$ cat config.mk
export PLATFORM = sky130hd
export DESIGN_NAME = serial_adder
export DESIGN_NICKNAME = d
export VERILOG_FILES = /design/src/rtl/serial_adder.sv
export SDC_FILE = /design/constraint.sdc
export NUM_CORES = 1
export LEC_CHECK = 0
export BUFFER_PORTS_ARGS = -buffer_cell sky130_fd_sc_hd__buf_4
export CORE_ASPECT_RATIO = 0.9
export CORE_MARGIN = 4
export CORE_UTILIZATION = 55
export CTS_CLUSTER_DIAMETER = 40
export DETAILED_ROUTE_END_ITERATION = 12
export GPL_ROUTABILITY_DRIVEN = 1
export PLACE_DENSITY = 0.78
export SYNTH_ARGS = -nofsm -noshare
export SYNTH_HDL_FRONTEND = slang
export SYNTH_SLANG_ARGS = --single-unit
$ cat constraint.sdc
create_clock -name clk -period 2 [get_ports clk]
set_clock_uncertainty 0.15 [all_clocks]
set_input_delay 0.6 -clock clk [delete_from_list [all_inputs] [get_ports clk]]
set_output_delay 0.6 -clock clk [all_outputs]
set_load 0.005 [all_outputs]
$ cat src/rtl/serial_adder.sv
// ============================================================================
// Module   : serial_adder
// Purpose  : Bit-serial WIDTH-bit adder: one full-adder cell plus a carry FF,
//            LSB-first, with a one-cycle done pulse on completion.
// Revision : 1.0  initial release
// ============================================================================
`default_nettype none

module serial_adder #(
    parameter int WIDTH = 8,
    parameter int CW    = 5
) (
    input  logic             clk,
    input  logic             rst_n,
    input  logic             start,
    input  logic [WIDTH-1:0] a,
    input  logic [WIDTH-1:0] b,
    input  logic             cin,
    output logic [WIDTH-1:0] sum,
    output logic             cout,
    output logic             busy,
    output logic             done
);

    typedef enum logic [1:0] {
        S_IDLE = 2'd0,
        S_ADD  = 2'd1,
        S_DONE = 2'd2
    } state_t;

    localparam logic [CW-1:0] C_LAST_BIT = CW'(WIDTH - 1);

    state_t           state_q, state_d;
    logic [WIDTH-1:0] sha_q, sha_d;
    logic [WIDTH-1:0] shb_q, shb_d;
    logic [WIDTH-1:0] shs_q, shs_d;
    logic             carry_q, carry_d;
    logic [CW-1:0]    cnt_q, cnt_d;
    logic [WIDTH-1:0] sum_q, sum_d;
    logic             cout_q, cout_d;

    logic             w_fa_s;
    logic             w_fa_c;
    logic [WIDTH-1:0] w_shs_next;

    // The single reused full-adder cell.
    assign w_fa_s     = sha_q[0] ^ shb_q[0] ^ carry_q;
    assign w_fa_c     = (sha_q[0] & shb_q[0]) | (sha_q[0] & carry_q) | (shb_q[0] & carry_q);
    assign w_shs_next = {w_fa_s, shs_q[WIDTH-1:1]};

    always_ff @(posedge clk or negedge rst_n) begin
        if (!rst_n) begin
            state_q <= S_IDLE;
            sha_q   <= '0;
            shb_q   <= '0;
            shs_q   <= '0;
            carry_q <= 1'b0;
            cnt_q   <= '0;
            sum_q   <= '0;
            cout_q  <= 1'b0;
        end else begin
            state_q <= state_d;
            sha_q   <= sha_d;
            shb_q   <= shb_d;
            shs_q   <= shs_d;
            carry_q <= carry_d;
            cnt_q   <= cnt_d;
            sum_q   <= sum_d;
            cout_q  <= cout_d;
        end
    end

    always_comb begin
        state_d = state_q;
        sha_d   = sha_q;
        shb_d   = shb_q;
        shs_d   = shs_q;
        carry_d = carry_q;
        cnt_d   = cnt_q;
        sum_d   = sum_q;
        cout_d  = cout_q;

        unique case (state_q)
            S_IDLE: begin
                if (start) begin
                    sha_d   = a;
                    shb_d   = b;
                    carry_d = cin;
                    cnt_d   = '0;
                    shs_d   = '0;
                    state_d = S_ADD;
                end
            end
            S_ADD: begin
                shs_d   = w_shs_next;
                sha_d   = {1'b0, sha_q[WIDTH-1:1]};
                shb_d   = {1'b0, shb_q[WIDTH-1:1]};
                carry_d = w_fa_c;
                cnt_d   = cnt_q + CW'(1);
                // Outputs only move here, so partial sums never leak out.
                if (cnt_q == C_LAST_BIT) begin
                    sum_d   = w_shs_next;
                    cout_d  = w_fa_c;
                    state_d = S_DONE;
                end
            end
            S_DONE: begin
                state_d = S_IDLE;
            end
            default: begin
                state_d = S_IDLE;
            end
        endcase
    end

    assign sum  = sum_q;
    assign cout = cout_q;
    assign busy = (state_q == S_ADD);
    assign done = (state_q == S_DONE);

endmodule

`default_nettype wire

# After elaboration in Yosys (flattened, before gate mapping)
# Index checks and enable logic that the tools add are counted.
op_classes:
  add_sub_neg: 1
  muxes: 13
  n_bitwise: 7
  magnitude_cmp: 0
  div_mod_pow: 0
  reduce_logical: 5
  shifts: 0
  mul: 0
  n_eq_ne: 5
op_table:
  columns: ["operator", "count"]
  rows:
  - ["$pmux 8 s2", 3]
  - ["$mux 8", 3]
  - ["$pmux 5 s2", 1]
  - ["$reduce_and 2->1", 3]
  - ["$add 5x1->5 const B", 1]
  - ["$eq 5x3->1 const B", 1]
  - ["$mux 5", 1]
  - ["$mux 2", 2]
  - ["$pmux 2 s2", 1]
  - ["$and 1x1->1", 3]
  - ["$eq 2x1->1 const B", 1]
  - ["$eq 2x2->1 const B", 1]
  - ["$logic_not 2->1", 1]
  - ["$ne 2x1->1 const B", 1]
  - ["$ne 2x2->1 const B", 1]
  - ["$or 1x1->1", 2]
  - ["$pmux 1 s2", 1]
  - ["$reduce_bool 2->1", 1]
  - ["$xor 1x1->1", 2]
  - ["$mux 1", 1]
word_totals:
  latch_bits: 0
  regBits: 41
  mem_count: 0
  romBits: 0
  output_inout_bits: 11
  ramBits: 0

# Logic depth before layout (Yosys ltp)
# Gate-level depths: netlist of the first run.
depth:
  word_depth: 4
  mapped_depth: 5
  ltp_nobuf: 4

# Worst setup path before layout of the first run
# Ideal clock, no wire load.
synth_timing:
  path_type: "flip-flop to output port"
  from: "reg state_q[1]"
  to: "out busy"
  setup_slack_ns: 0.362
  required_ns: 1.250
  t_arrival_ns: 0.888
  path_stages_with_launch: 4
  cell_sequence: "dfrtp_1 > nand2b_2 > inv_4 > buf_2"
synth_between:
  elab_chain_cells: 1
synth_rtl:
  columns: ["item", "line", "rtl"]
  rows:
  - ["start: declaration", "33", "state_t state_q, state_d;"]
  - ["start signal: assignment", "62", "state_q <= state_d;"]
  - ["$eq 2x1->1", "118", "assign busy = (state_q == S_ADD);"]
  - ["end: declaration", "21", "output logic busy,"]
# No other way between the ends.

# Final worst setup path of the first run
# Ends and elaborated chain as after synthesis.

==> results of run 1 <==
==> repair_timing <==
action                     in CTS  in global routing
setup endpoints to repair       0                  1
gates resized for setup         0                  1
hold endpoints to repair        0                  0
setup buffers                   0                  0
==> registers in the layout, indices dropped and copies added (netlist names) <==
signal,cells
sha_q,8
shb_q,8
sum,8
shs_q,7
cnt_q,5
state_q,2
carry_q,1
cout,1
==> cell usage after synthesis <==
library cell  number
clkbuf_1           2
buf_2              7
nand2b_1           2
nand2_1            3
buf_6              1
o21ai_1            2
mux2_4             9
nor2b_1           19
nand4_1            2
o22ai_1            1
a22oi_1           15
and4bb_4           1
ha_1               1
o21bai_2           1
inv_1              1
dfrtp_1           40
inv_4              1
a22o_1             9
fa_1               1
nand2_8            1
nand2b_2           1
a21oi_1           17
mux2i_1            3
o21ai_0           18
==> kinds of logic after synthesis <==
kind of cell | Yosys count | share of synthesized area
AOI/OAI and AO/OA | 63 | 0.2123
muxes | 12 | 0.08895
DFF | 40 | 0.5391
buffers and inverters | 12 | 0.03437
adders and majority gates | 2 | 0.01752
and+or+nand+nor | 29 | 0.1078
==> final timing paths <==
check	endpoint	slack [ns]
setup reg to reg	sum[1]$_DFFE_PN0P_	0.36
min in group clk	cnt_q[4]$_DFFE_PN0P_	0.34
setup / recovery	busy	0.05
max in group asynchronous	cnt_q[3]$_DFFE_PN0P_	1.24
hold reg to reg	cnt_q[4]$_DFFE_PN0P_	0.34
hold / removal	shs_q[5]$_DFFE_PN0P_	0.11
==> per-layer routing <==
layer | vias to the layer above | wire length (um) | part of all wire
li1 | 641 | - | -
met1 | 694 | 1815 | 0.47
met2 | 33 | 1819 | 0.47
met3 | 8 | 199 | 0.051
met4 | 0 | 66 | 0.017
met5 | - | 0 | 0
==> power groups by stage <==
stage	Sequential, mW	Combinational, mW	Clock (mW)
after global routing	1.43	1.27	0.717
after floorplan	1.34	0.775	0
after CTS	1.38	1.15	0.673
after global placement	1.37	1.10	0
after detailed placement	1.39	1.14	0
final	1.38	1.15	0.663
==> worst max-delay path, delay by kind of cell, from the launching register on <==
kind          cells  cell delay [ns]
simple gates      1             0.22
flops             1             0.39
buf+inv           2             0.28
==> stage by stage <==
| stage | power (mW) | hold WS [ns] | worst slack, ns | area [um^2] | instances |
|---|---|---|---|---|---|
| after global routing | 3.419 | 0.1392 | 0.005304 | 2240 | 234 |
| final | 3.192 | 0.1102 | 0.05109 | 2240 | 234 |
| after detailed placement | 2.531 | 0.3236 | 0.2797 | 2126 | 226 |
| after CTS | 3.208 | 0.1210 | 0.02034 | 2237 | 234 |
| after global placement | 2.465 | 0.3014 | 0.3404 | 2126 | 226 |
| after floorplan | 2.112 | 0.1544 | 0.3621 | 1857 | 158 |
==> cell type report <==
class | count | area share
clock buffers | 5 | 0.03073
clock inverters | 3 | 0.01899
inverters | 2 | 0.005587
multi-input cells | 106 | 0.3536
flip-flops and latches | 40 | 0.4469
well taps | 42 | 0.02346
repair buffers | 36 | 0.1207
==> results.toml, run 1 <==
[status]
outcome = "complete, no violations"

[synthesis]
synthCells = 158
synth.yosys.seq_area_share = 0.5391
yosysTopAreaCellShare = 0.5391
synth_area_um2 = 1857
postSynthAreaPerCell_um2 = 11.75
synthTopCellsByArea = "dfrtp_1 54%, mux2_4 7.3%, nor2b_1 6.4%"
ys_types = 24
ys_seq_elements = 40
yosysTopAreaCell = "dfrtp_1"
synth_warnings = 0
syn-num-nets = 180

[global_routing]
met2_usage = 0.3024
antenna_found_initial = 0
grt_pass1_wl_um = 6831
grt-busiest-layer = "met2"
overflow = 0
grt_util_met1 = 0.2544
met3_usage = 0.07631
grt_pass1_vias = 1399
grt_usage = 0.1967
grt_max_degree = 41

[sta]
maxSlewViolCount = 0
tns_ns = 0
fin_crit_ns = 1.949
tightest_slew_ns = 0.4984
slew-limit-headroom = 0.6677
timing.final.crit_share = 0.9745
setup_viol = 0
grt_setup_unrepaired = "false"
fmax_mhz = 513.1
hold_viol = 0

[drt]
routed_wirelength_um = 3901
drc = 0
drt_iter0_drc = 80
post_drt_wl_per_cell_um = 16.67
num_vias = 1376
dr.pass1.iters = 4
drt.antenna.violating_nets = 0
via_per_inst = 5.880

[setup_path]
crit_arrival_ns = 1.20
path_class = "flip-flop to primary output"
max_stage_delay_ns = 0.39
crit_path_start = "state_q[1]$_DFFE_PN0P_"
cp_data_required_time_ns = 1.25
slowest_stage = "dfrtp_1"
r2r_cells = 4
worstSetupEndpointType = "primary output"
rr_startpoint = "cnt_q[0]$_DFFE_PN0P_"
crit_fanout = 14
startpoint_type = "flip-flop"
path_cells = "nand2b_2 -> inv_6 -> buf_4"

[finish]
post_route_cells_drive_above_1_share = 0.3021
utilization = 0.7137
final_common_cell = "dfrtp_1"
seq_area_um2 = 1001
diodes = 0
mostFrequentLayoutCells = "40 x dfrtp_1, 36 x buf_4, 19 x nor2b_1"
nNetsFinal = 213
area_delta_synth_final_pct = 20.62
num-fill-cells = 253
multiInputGateArea_um2 = 792.0

[floorplanning]
rows = 19
core_area_um2 = 3138
dieArea_um2 = 4371
start_util = 0.5917
ios = 31
fp.dieW_um = 69.25
die_y_um = 63.12

[pwr]
p_seq_frac = 0.433
power.switching_mw = 1.069
p_int_mw = 2.122
clkPwrFrac = 0.208
power_switching_share = 0.3350
power.leakage_nw = 1.065
power.density_nw_per_um2 = 1425
p_comb_frac = 0.359
ir_drop_mv = 0.6940

[hold_path]
hold_class = "input pin to async pin"

[clocking]
cts-htree-levels = 2
clkTransAtPathRegs_ns = 0.08
clk_latency_ns = 0.30
clock-sinks = 40
cts_hold_buffers = 0
cts_root_buf = "clkbuf_8"
tritoncts = "done"
cts_made_buffers = 5
cts_buffer_depth = 2

[placement]
dp_hpwl_um = 2578
port-buffer-count = 30
routabilityCongestion = 0.7249

[job]
drv_cap = 0
No activity file was read; power rests on OpenSTA's default activity.
==> run 2: changes to the inputs <==
--- a/config.mk
+++ b/config.mk
@@ -8,11 +8,11 @@
 export BUFFER_PORTS_ARGS = -buffer_cell sky130_fd_sc_hd__buf_4
 export CORE_ASPECT_RATIO = 0.9
 export CORE_MARGIN = 4
-export CORE_UTILIZATION = 55
+export CORE_UTILIZATION = 59
 export CTS_CLUSTER_DIAMETER = 40
 export DETAILED_ROUTE_END_ITERATION = 12
 export GPL_ROUTABILITY_DRIVEN = 1
-export PLACE_DENSITY = 0.78
+export PLACE_DENSITY = 0.83
 export SYNTH_ARGS = -nofsm -noshare
 export SYNTH_HDL_FRONTEND = slang
 export SYNTH_SLANG_ARGS = --single-unit
==> constraint.sdc (replaced) <==
create_clock -name clk -period 2.3 [get_ports clk]
set_clock_uncertainty 0.15 [all_clocks]
set_input_delay 0.69 -clock clk [delete_from_list [all_inputs] [get_ports clk]]
set_output_delay 0.69 -clock clk [all_outputs]
set_load 0.005 [all_outputs]
==> results.toml, run 2 (same netlist as run 1, synthesis figures left out) <==
[global_routing]
antenna_found_initial = 0
grt_pass1_wl_um = 6044
met3_usage = 0.06387
met2_usage = 0.2801
grt_util_met1 = 0.2849
grt-busiest-layer = "met1"
grt_pass1_vias = 1289
grt_usage = 0.1981
grt_max_degree = 41
overflow = 0

[floorplanning]
start_util = 0.6102
dieArea_um2 = 4110
die_y_um = 61.22
fp.dieW_um = 67.14
core_area_um2 = 3043
ios = 31
rows = 19

[drt]
num_vias = 1381
post_drt_wl_per_cell_um = 15.85
drt.antenna.violating_nets = 0
via_per_inst = 5.927
drt_iter0_drc = 111
drc = 0
routed_wirelength_um = 3693
dr.pass1.iters = 4

[pwr]
power.density_nw_per_um2 = 1163
power.leakage_nw = 1.043
ir_drop_mv = 0.5695

[sta]
timing.final.crit_share = 0.9211
slew-limit-headroom = 0.6688
finalWorstSetupSlack_ns = 0.1815
tns_ns = 0
fin_crit_ns = 2.118
grt_setup_unrepaired = "false"
hold_ws_ns = 0.1581
tightest_slew_ns = 0.4968
maxSlewViolCount = 0
fmax_mhz = 472.0
setup_viol = 0
hold_viol = 0

[setup_path]
worst-path-buf-inv = 2
crit_arrival_ns = 1.28
crit_fanout = 11
path_cells = "nand2b_2 -> inv_4 -> buf_4"
critPathTopFamily = "flip-flops"
slowest_stage = "dfrtp_1"
max_stage_delay_ns = 0.50
startpoint_type = "flip-flop"
worstSetupEndpointType = "primary output"
cp_data_required_time_ns = 1.46
path_class = "flip-flop to primary output"

[finish]
seq_area_um2 = 1001
mostFrequentLayoutCells = "40 x dfrtp_1, 35 x buf_4, 19 x nor2b_1"
num-fill-cells = 234
post_route_cells_drive_above_1_share = 0.2984
diodes = 0
area_delta_synth_final_pct = 17.39
finalNonFillerCells = 233
utilization = 0.7163
nNetsFinal = 212
final_common_cell = "dfrtp_1"
multiInputGateArea_um2 = 792.0

[placement]
placed_cells_incl_taps = 225
port-buffer-count = 30
dp_hpwl_um = 2617
routabilityCongestion = 0.7960
dpl_worst_slack_ns = 0.4708

[clocking]
cts-resized-gates = 0
clock-sinks = 40
cts-htree-levels = 2
cts_made_buffers = 5
tritoncts = "done"
cts_root_buf = "clkbuf_4"
cts_buffer_depth = 2
clkTransAtPathRegs_ns = 0.11
cts_setup_buffers = 0
cts_hold_buffers = 0
clk_latency_ns = 0.34

[hold_path]
hold_class = "input pin to async pin"

[job]
drv_cap = 0

[status]
outcome = "complete, no violations"
==> run 2: cell count changes in the layout (fill, tap and decap cells not counted), sizes merged <==
cell and delta:
clkinvlp -1, clkinv +1, buf -1, bufinv -1, clkbuf +1
==> run 2: where the power goes <==
part	leakage (nW)	total (mW)	internal [mW]	switching [mW]
registers	0.520	1.23	0.982	0.246
logic	0.485	0.944	0.529	0.414
clock network	0.0380	0.364	0.146	0.219
==> run 2: worst register-to-register path, stage by stage (launching register included) <==
cell and delay [ns]:
dfrtp_1 0.50, nand2b_2 0.26, inv_4 0.07, buf_4 0.30
nand2_8 0.14, mux2_4 0.32
==> run 2: metal layers <==
| metal | share of wire | routed length, um |
|---|---|---|
| met5 | 0 | 0 |
| met3 | 0.068 | 250 |
| met2 | 0.45 | 1665 |
| met1 | 0.47 | 1747 |
| met4 | 0.0079 | 29 |
==> run 2: final timing paths <==
kind                                        start  depth (start not counted)              endpoint  slack (ns)
max in group asynchronous                   rst_n                          1  sha_q[4]$_DFFE_PN0P_        1.50
min                                         rst_n                          1   carry_q$_DFFE_PN0P_        0.16
min in group clk             cnt_q[4]$_DFFE_PN0P_                          1  cnt_q[4]$_DFFE_PN0P_        0.33
max                        state_q[1]$_DFFE_PN0P_                          3                  busy        0.18
max reg2reg                state_q[1]$_DFFE_PN0P_                          5    sum[5]$_DFFE_PN0P_        0.45
min reg2reg                  cnt_q[4]$_DFFE_PN0P_                          1  cnt_q[4]$_DFFE_PN0P_        0.33
==> run 2: final cells by class <==
type / count / share of cell area
Timing Repair Buffer: 35 / 0.1206
Multi-Input combinational cell: 106 / 0.3634
Inverter: 2 / 0.004592
Clock inverter: 2 / 0.004592
Sequential cell: 40 / 0.4592
Tap cell: 42 / 0.02411
Clock buffer: 6 / 0.02354
==> run 2: stage by stage <==
stage / total power, mW / cell area (um^2)
floorplan: 1.837 / 1857
global placement: 2.140 / 2118
detailed placement: 2.195 / 2118
CTS: 2.559 / 2180
global route: 2.717 / 2180
finish: 2.536 / 2180
==> run 3: changes to the inputs <==
--- a/config.mk
+++ b/config.mk
@@ -8,11 +8,11 @@
 export BUFFER_PORTS_ARGS = -buffer_cell sky130_fd_sc_hd__buf_4
 export CORE_ASPECT_RATIO = 0.9
 export CORE_MARGIN = 4
-export CORE_UTILIZATION = 59
+export CORE_UTILIZATION = 50
 export CTS_CLUSTER_DIAMETER = 40
 export DETAILED_ROUTE_END_ITERATION = 12
 export GPL_ROUTABILITY_DRIVEN = 1
-export PLACE_DENSITY = 0.83
+export PLACE_DENSITY = 0.75
 export SYNTH_ARGS = -nofsm -noshare
 export SYNTH_HDL_FRONTEND = slang
 export SYNTH_SLANG_ARGS = --single-unit
==> constraint.sdc (replaced) <==
create_clock -name clk -period 1.74 [get_ports clk]
set_clock_uncertainty 0.15 [all_clocks]
set_input_delay 0.522 -clock clk [delete_from_list [all_inputs] [get_ports clk]]
set_output_delay 0.522 -clock clk [all_outputs]
set_load 0.005 [all_outputs]
==> results.toml, run 3 (same netlist as run 1, synthesis figures left out) <==
[status]
outcome = "finished with violations"
violations = "negative setup slack"

[floorplanning]
start_util = 0.5338
core_area_um2 = 3478
dieArea_um2 = 4754
ios = 31
rows = 20
fp.dieW_um = 72.24
die_y_um = 65.81

[global_routing]
grt_max_degree = 41
grt_pass1_vias = 1507
grt_pass1_wl_um = 7141
antenna_found_initial = 0
overflow = 0
grt_usage = 0.1943

[setup_path]
path_class = "flip-flop to primary output"
path_cells = "buf_6 -> nor2b_4 -> buf_6"
worst-path-buf-inv = 2
startpoint_type = "flip-flop"
cp_data_required_time_ns = 1.07
crit_arrival_ns = 1.10
critPathTopFamily = "flip-flops"
worstSetupEndpointType = "primary output"
critPathMostFrequentCell = "buf_6"
max_stage_delay_ns = 0.45
slowest_stage = "dfrtp_2"
crit_fanout = 5

[pwr]
power.leakage_nw = 1.096
power.density_nw_per_um2 = 1596
ir_drop_mv = 0.7692

[finish]
finalNonFillerCells = 241
num-fill-cells = 255
nNetsFinal = 218
diodes = 0
final_area_um2 = 2292
area_delta_synth_final_pct = 23.45
mostFrequentLayoutCells = "38 x dfrtp_1, 38 x buf_4, 18 x o21ai_0"
utilization = 0.6590
post_route_cells_drive_above_1_share = 0.3401

[placement]
placed_cells_incl_taps = 228
port-buffer-count = 30
dp_hpwl_um = 2766
routabilityCongestion = 0.7521
dpl_worst_slack_ns = -0.3788
placed_area_um2 = 2128

[sta]
setup_viol = 1
hold_ws_ns = 0.04011
fin_crit_ns = 1.777
hold_viol = 0
tightest_slew_ns = 0.4910
maxSlewViolCount = 0
fmax_mhz = 562.8
grt_setup_unrepaired = "true"
timing.final.crit_share = 1.021
finalWorstSetupSlack_ns = -0.03691
slew-limit-headroom = 0.6726

[drt]
dr.pass1.iters = 5
drc = 0
num_vias = 1419
via_per_inst = 5.888
drt_iter0_drc = 134
post_drt_wl_per_cell_um = 16.83
routed_wirelength_um = 4055
drt.antenna.violating_nets = 0

[clocking]
cts_buffer_depth = 2
cts_made_buffers = 5
clock-sinks = 40
clk_latency_ns = 0.29
cts-htree-levels = 2
tritoncts = "done"
cts_root_buf = "clkbuf_8"
cts_hold_buffers = 0
clkTransAtPathRegs_ns = 0.08

[job]
drv_cap = 0

[hold_path]
hold_class = "input pin to async pin"
## run 3: cell count changes in the layout (fill, tap and decap cells not counted), moves of 3 or more
cell,previous run,this run
buf_6,0,3
clkbuf_8,1,6
buf_4,35,38
clkbuf_4,5,0
## run 3: layer usage
layer  global-route usage  up-vias  wire (um)  part of all wire
met2               0.3091       52       2034              0.50
li1                     -      652          -                 -
met1               0.2559      711       1743              0.43
met5                    0        -          0                 0
met4              0.06103        0         32            0.0079
met3              0.05623        4        244             0.060
## run 3: per-stage QoR
step | setup TNS, ns | power, mW
3_5_place_dp | -5.256 | 2.942
4_1_cts | -0.05580 | 3.640
3_3_place_gp | -4.221 | 2.837
2_1_floorplan | 0 | 2.428
5_1_grt | -0.1115 | 3.934
6_report | -0.03691 | 3.658
## run 3: report_power, final
| part | switching (mW) | total, mW | internal, mW |
|---|---|---|---|
| Combinational | 0.617 | 1.40 | 0.781 |
| Clock | 0.311 | 0.627 | 0.316 |
| Sequential | 0.328 | 1.63 | 1.30 |
| Total | 1.26 | 3.66 | 2.40 |
## run 3: final timing paths
kind | to | slack [ns] | startpoint | cells after the start
worst max-delay path | done | -0.04 | state_q[1]$_DFFE_PN0P_ | 3
worst min-delay path | cnt_q[1]$_DFFE_PN0P_ | 0.04 | rst_n | 1
worst max register to register | sha_q[2]$_DFFE_PN0P_ | 0.10 | state_q[1]$_DFFE_PN0P_ | 5
worst min register to register | cnt_q[4]$_DFFE_PN0P_ | 0.32 | cnt_q[4]$_DFFE_PN0P_ | 1
max in group asynchronous | state_q[0]$_DFFE_PN0P_ | 1.03 | rst_n | 1
min in group clk | cnt_q[4]$_DFFE_PN0P_ | 0.32 | cnt_q[4]$_DFFE_PN0P_ | 1
## run 3: timing repair
item,in CTS,in global routing
endpoints found under the hold margin,0,0
resized for setup,5,5
setup endpoints to repair,19,19
buffers inserted,4,1
## run 3: final cells by class
cell class | instances | area (um^2) | share of cell area
sequential | 40 | 1003 | 0.4378
timing repair buffer | 41 | 319.1 | 0.1392
inverter | 2 | 10.01 | 0.004367
clock buffer | 6 | 82.58 | 0.03603
multi-input combinational | 106 | 812.0 | 0.3543
tap | 44 | 55.05 | 0.02402
clock inverter | 2 | 10.01 | 0.004367
